`src/rtl/ds_stream_scheduler.sv`:
```
// Job sequencer for a streaming kernel: gates the weight, input and output
// valid/ready handshakes through weight-load and batch phases.
module ds_stream_scheduler #(
    parameter int W_BEATS   = 64,
    parameter int IN_BEATS  = 32,
    parameter int OUT_BEATS = 32,
    parameter int CNT_W     = 16
) (
    input  logic             ap_clk,
    input  logic             ap_rst,
    input  logic             cfg_start,
    input  logic [CNT_W-1:0] cfg_num_batches,
    input  logic             cfg_reload_weights,
    output logic             stat_busy,
    output logic             stat_done,
    output logic             stat_err,
    output logic [CNT_W-1:0] stat_batch_cnt,
    input  logic             s_w_tvalid,
    output logic             s_w_tready,
    output logic             k_w_tvalid,
    input  logic             k_w_tready,
    input  logic             s_in_tvalid,
    output logic             s_in_tready,
    output logic             k_in_tvalid,
    input  logic             k_in_tready,
    input  logic             k_out_tvalid,
    output logic             k_out_tready,
    output logic             m_out_tvalid,
    input  logic             m_out_tready
);

    localparam int WW = $clog2(W_BEATS + 1);
    localparam int IW = $clog2(IN_BEATS + 1);
    localparam int OW = $clog2(OUT_BEATS + 1);

    localparam logic [WW-1:0] W_LAST   = WW'(W_BEATS - 1);
    localparam logic [IW-1:0] IN_MAX   = IW'(IN_BEATS);
    localparam logic [IW-1:0] IN_LAST  = IW'(IN_BEATS - 1);
    localparam logic [OW-1:0] OUT_MAX  = OW'(OUT_BEATS);
    localparam logic [OW-1:0] OUT_LAST = OW'(OUT_BEATS - 1);

    typedef enum logic [1:0] {
        IDLE,
        LOAD_W,
        RUN,
        DONE
    } state_t;

    state_t state, state_nxt;

    logic [WW-1:0]    w_cnt;
    logic [IW-1:0]    in_cnt;
    logic [OW-1:0]    out_cnt;
    logic [CNT_W-1:0] batch_cnt;
    logic [CNT_W-1:0] num_batches_q;
    logic [CNT_W-1:0] batch_inc;
    logic             w_loaded;
    logic             err_q;

    logic gate_w, gate_in, gate_out;
    logic w_beat, in_beat, out_beat;
    logic w_last_beat, in_full, out_full, batch_end;
    logic start_ok, start_bad;

    // Gate enables depend only on registered state, so no ready->ready paths.
    assign gate_w   = !ap_rst && (state == LOAD_W);
    assign gate_in  = !ap_rst && (state == RUN) && (in_cnt < IN_MAX);
    assign gate_out = !ap_rst && (state == RUN) && (out_cnt < OUT_MAX);

    assign k_w_tvalid   = s_w_tvalid & gate_w;
    assign s_w_tready   = k_w_tready & gate_w;
    assign k_in_tvalid  = s_in_tvalid & gate_in;
    assign s_in_tready  = k_in_tready & gate_in;
    assign m_out_tvalid = k_out_tvalid & gate_out;
    assign k_out_tready = m_out_tready & gate_out;

    assign w_beat   = s_w_tvalid & k_w_tready & gate_w;
    assign in_beat  = s_in_tvalid & k_in_tready & gate_in;
    assign out_beat = k_out_tvalid & m_out_tready & gate_out;

    assign w_last_beat = w_beat && (w_cnt == W_LAST);
    assign in_full     = (in_cnt == IN_MAX) || (in_beat && in_cnt == IN_LAST);
    assign out_full    = (out_cnt == OUT_MAX) || (out_beat && out_cnt == OUT_LAST);
    assign batch_end   = (state == RUN) && in_full && out_full;
    assign batch_inc   = batch_cnt + CNT_W'(1);

    assign start_ok  = (state == IDLE) && cfg_start && (cfg_num_batches != '0);
    assign start_bad = (state == IDLE) && cfg_start && (cfg_num_batches == '0);

    always_comb begin
        state_nxt = state;
        unique case (state)
            IDLE: begin
                if (start_ok) begin
                    state_nxt = (cfg_reload_weights || !w_loaded) ? LOAD_W : RUN;
                end
            end
            LOAD_W: begin
                if (w_last_beat) state_nxt = RUN;
            end
            RUN: begin
                if (batch_end && batch_inc == num_batches_q) state_nxt = DONE;
            end
            DONE: state_nxt = IDLE;
            default: state_nxt = IDLE;
        endcase
    end

    always_ff @(posedge ap_clk) begin
        if (ap_rst) begin
            state         <= IDLE;
            w_cnt         <= '0;
            in_cnt        <= '0;
            out_cnt       <= '0;
            batch_cnt     <= '0;
            num_batches_q <= '0;
            w_loaded      <= 1'b0;
            err_q         <= 1'b0;
        end else begin
            state <= state_nxt;
            err_q <= start_bad;
            if (start_ok) begin
                num_batches_q <= cfg_num_batches;
                batch_cnt     <= '0;
                in_cnt        <= '0;
                out_cnt       <= '0;
            end
            if (w_beat) begin
                if (w_last_beat) begin
                    w_cnt    <= '0;
                    w_loaded <= 1'b1;
                end else begin
                    w_cnt <= w_cnt + WW'(1);
                end
            end
            if (batch_end) begin
                in_cnt    <= '0;
                out_cnt   <= '0;
                batch_cnt <= batch_inc;
            end else begin
                if (in_beat) in_cnt <= in_cnt + IW'(1);
                if (out_beat) out_cnt <= out_cnt + OW'(1);
            end
        end
    end

    // Status is forced to its reset value while reset is asserted.
    assign stat_busy      = !ap_rst && (state == LOAD_W || state == RUN);
    assign stat_done      = !ap_rst && (state == DONE);
    assign stat_err       = !ap_rst && err_q;
    assign stat_batch_cnt = ap_rst ? '0 : batch_cnt;

endmodule

```
`config.mk`:
```
export PLATFORM = sky130hd
export DESIGN_NAME = ds_stream_scheduler
export DESIGN_NICKNAME = d
export VERILOG_FILES = /design/src/rtl/ds_stream_scheduler.sv
export SDC_FILE = /design/constraint.sdc
export NUM_CORES = 1
export LEC_CHECK = 0
export BUFFER_PORTS_ARGS = -buffer_cell sky130_fd_sc_hd__buf_4
export CAP_MARGIN = 5
export CORE_AREA = 2 2 84 86
export DETAILED_ROUTE_END_ITERATION = 10
export DIE_AREA = 0 0 86 88
export PLACE_DENSITY = 0.81
export SLEW_MARGIN = 20
export SYNTH_ARGS = -nofsm -noshare
export SYNTH_HDL_FRONTEND = slang
export SYNTH_SLANG_ARGS = --single-unit
```
`constraint.sdc`:
```
create_clock -name ap_clk -period 2.25 [get_ports ap_clk]
set_input_delay 0.1125 -clock ap_clk [delete_from_list [all_inputs] [get_ports ap_clk]]
set_output_delay 0.1125 -clock ap_clk [all_outputs]
set_load 0.005 [all_outputs]
```
# == After elaboration in Yosys (flattened, before gate mapping) ==
# Index checks and enable logic that the tools add are counted.
# op_classes
addsub,4
n_lt_le_gt_ge,2
n_eq_ne,12
n_mux,12
n_bitwise,12
n_reduce_logical,31
# ops
op,n
16-bit two-way mux,3
6-bit two-way mux,3
"16-bit by 1-bit adder with 16-bit output, second input constant",1
16-bit equality test,1
1-bit logical AND,16
16-bit zero test,1
16-bit nonzero test,1
"6-bit by 1-bit adder with 6-bit output, second input constant",2
1-bit AND,12
"6-bit by 5-bit equality test with 1-bit output, second input constant",2
"6-bit equality test, second input constant",2
"6-bit less-than comparator, second input constant",2
2-bit two-way mux,4
2-bit case mux with 4 select lines,1
"7-bit by 1-bit adder with 7-bit output, second input constant",1
"7-bit by 6-bit equality test with 1-bit output, second input constant",1
7-bit two-way mux,1
2-bit nonzero test,3
"2-bit equality test, second input constant",2
1-bit logical OR,4
"2-bit inequality test, second input constant",2
3-bit AND reduction,1
"2-bit by 1-bit equality test with 1-bit output, second input constant",1
1-bit zero test,2
other kinds (4),4
# word_totals
reg_bits,55
inputBits,26
word_cells,81

# == Longest topological paths before layout ==
# depth
word_depth,11
ltp_mapped,11
depth_no_buf,9

# == Least setup slack after synthesis ==
# No wires, ideal clock.
# synth_timing
path_type,reg-to-reg
start,register batch_cnt[1]
end,register state[0]
arrival_time_ns,2.137
setup_slack_ns,-0.025
stages_incl_launch_ff,10
path_buffers,1
cell_sequence,dfxtp_1 ha_1 buf_2 nand3_2 or4_4 o2bb2ai_1 a311oi_2 nor4_2 and2_4 o311ai_2
# synth_via
elab_chain_len,5
# synth_lines
element,line_no,rtl
"start, declared",54,logic [CNT_W-1:0] batch_cnt;
"start signal, assigned",139,batch_cnt <= batch_inc;
16-bit by 1-bit adder with 16-bit output,85,assign batch_inc = batch_cnt + CNT_W'(1);
16-bit equality test,102,if (batch_end && batch_inc == num_batches_q) state_nxt = DONE;
1-bit logical AND,102,
2-bit by 1-bit inequality test with 1-bit output (no line),--,
3-bit AND reduction (no line),--,
"end signal, assigned",120,state <= state_nxt;
"end, declared",49,"state_t state, state_nxt;"
# No other way between the ends.
# A chain may end at the register's enable or synchronous reset.

# == Worst setup path after layout ==
# layout_timing
start,register batch_cnt[0]
end,register state[0]
# The elaborated chain is that of the path after synthesis.

==> out/metrics.yaml <==
arrival_ns: 2.38
coreArea_um2: 6640
synth.most_common_cell: "dfxtp_1"
drt_first_iter_violations: 271
worst-setup-path-type: "reg2reg"
setup_viol: 0
antenna_cells: 0
startpoint_type: "register"
avgSynthCellArea_um2: 7.76
fill_cells: 575
die-width_um: 86
fin_crit_ns: 2.21
syn_nets: 471
postRouteAntennaNets: 0
dr.pass1.iters: 5
worstHoldPathType: "in2reg"
antenna_found_initial: 0
drc: 0
wirelength_um: 8770
port_buffers: 50
setup.worst_path.end_class: "register"
seq_area_um2: 1110
wl_per_cell_um: 15.0
cts_setup_buffers: 0
grtUsageMet2: 0.368
grt_max_degree: 67
finalClockSkew_ns: 0.0107
ys_ff_latch: 55
synth_edf_count: 0
use_met1: 0.334
grtUsageTotal: 0.233
initial_core_util: 0.508
hpwlAfterDp_um: 6300
place_congestion: 0.944
synthTopCellsByArea: "dfxtp_1 (33%), a21oi_1 (7.6%), nand2_1 (5.7%)"
power_density_nw_per_um2: 582
maxCapViolCount: 0
synth-async-reset-ratio: 0
hold_viol_final: 0
synth_top_flop_cell: "dfxtp_1"
synth_top_area_share: 0.326
synthCells: 435
tightest_slew_ns: 0.687
synth-warning-count: 0
required_ns: 2.42
whs_ns: 0.0494
ys_seq_area_frac: 0.326
htreeDepth: 2
grt_pass1_vias: 3035
synth_area_um2: 3370
busiest_layer: "met2"
yosys.area.top_type: "dfxtp_1"
rsz0062_at_grt: "yes"
period_share: 0.983
grt.met3_usage: 0.0358
pin_count: 51
die_y_um: 88
vdd_drop_max_mv: 0.318
root_buffer: "clkbuf_8"
cts.path.max_buffers: 2
route.vias.total: 3349
cp_max_fo: 6
outcome: "complete, no violations"
synth_cell_types: 57
drive_gt1_frac: 0.258
final_net_count: 538
design.die.area_um2: 7570
final_max_slew_viol_count: 0
p_leak_nw: 1.70
path_clk_slew_ns: 0.10
ys_top_cells_by_count: "dfxtp_1 (55), a21oi_1 (51), nand2_1 (51)"
via_per_inst: 5.74
syn2layout_area_growth_pct: 26.3
relSlewSlack: 0.542
grt_pass1_wl_um: 14200
clk_latency_ns: 0.31
max_freq_mhz: 452
gr-total-overflow: 0
cts_buffers: 5
core.rowCount: 30
multiInputGateArea_um2: 2210
cts_tree: "yes"
clock_sinks: 55
p_total_mw: 2.48
[worst max-delay path, stage by stage (launching register included)]
cell and delay [ns]:
dfxtp_2 0.35, buf_4 0.16, and4_1 0.22, xor2_1 0.16, or4_1 0.54, a21oi_2 0.15, and4_1 0.23, and2_4 0.16
o311ai_2 0.09
[stage by stage]
| stage | cell area [µm²] | util | instances | worst slack [ns] | TNS, ns |
|---|---|---|---|---|---|
| after floorplan | 3370 | - | 435 | 0.0315 | 0 |
| after global placement | 4010 | 0.603 | 575 | -0.0520 | -0.104 |
| after detailed placement | 4010 | 0.603 | 575 | -0.0574 | -0.112 |
| after CTS | 4180 | 0.629 | 583 | 0.00285 | 0 |
| after global routing | 4260 | 0.641 | 583 | -0.0195 | -0.0255 |
| final | 4260 | 0.641 | 583 | 0.0393 | 0 |
[path summary, 6_finish.rpt]
path	startpoint	to	slack, ns	cells past startpoint
worst max-delay path	batch_cnt[0]	state[0]	0.04	8
worst min-delay path	cfg_num_batches[14]	num_batches_q[14]	0.05	3
worst max register to register	batch_cnt[0]	state[0]	0.04	8
worst min register to register	num_batches_q[0]	num_batches_q[0]	0.48	2
[metal layers]
metal  share of wire  vias up
met4          0.0075        0
met5               0        -
met1            0.46     1562
li1                -     1679
met3           0.062        8
met2            0.47      100
[sequential cells by signal, summed over array words and instances, names as in the netlist]
register       flops
w_cnt              7
err_q              1
num_batches_q     16
batch_cnt         16
out_cnt            6
w_loaded           1
in_cnt             6
state              2
[report_power, final]
part / total, mW / internal [mW] / switching (mW)
registers: 1.07 / 1.02 / 0.0523
logic: 0.621 / 0.263 / 0.358
clock network: 0.784 / 0.445 / 0.339
total: 2.48 / 1.73 / 0.749
[cell families (layout without fill, tap and decap cells)]
kind of cell | Yosys count | count (layout) | synth area share
adder cells (fa/ha/maj) | 10 | 10 | 0.0371
buffers and inverters | 39 | 107 | 0.0497
AO/OA/AOI/OAI | 93 | 93 | 0.167
flip-flops | 55 | 55 | 0.326
multiplexers | 1 | 1 | 0.00297
AND/OR/NAND/NOR | 211 | 211 | 0.344
XOR/XNOR | 26 | 26 | 0.0730
[cell type report]
type                            instances  area share
Multi-Input combinational cell        341       0.520
Sequential cell                        55       0.261
Timing Repair Buffer                   88       0.155
Tap cell                               80      0.0235
Clock buffer                            6      0.0170
Clock inverter                          2      0.0141
Inverter                               11     0.00969
[layout by cell type, fill, tap and decap left out, types with 8 or more instances in the layout]
master   count
ha_1         8
nand3_1     19
nand4_1      8
o21ai_0     16
inv_1       10
xnor2_1     14
dfxtp_1     48
a21oi_1     50
nor2_1      40
nor2b_1     23
xor2_1      10
nand2_1     51
buf_4       88
or3_1        8
[repair_timing]
item,in CTS,in global routing
hold buffers,0,0
resized for setup,12,15
endpoints found under the setup margin,2,12
pin swaps,2,4
Power figures use the tool's default switching activity.
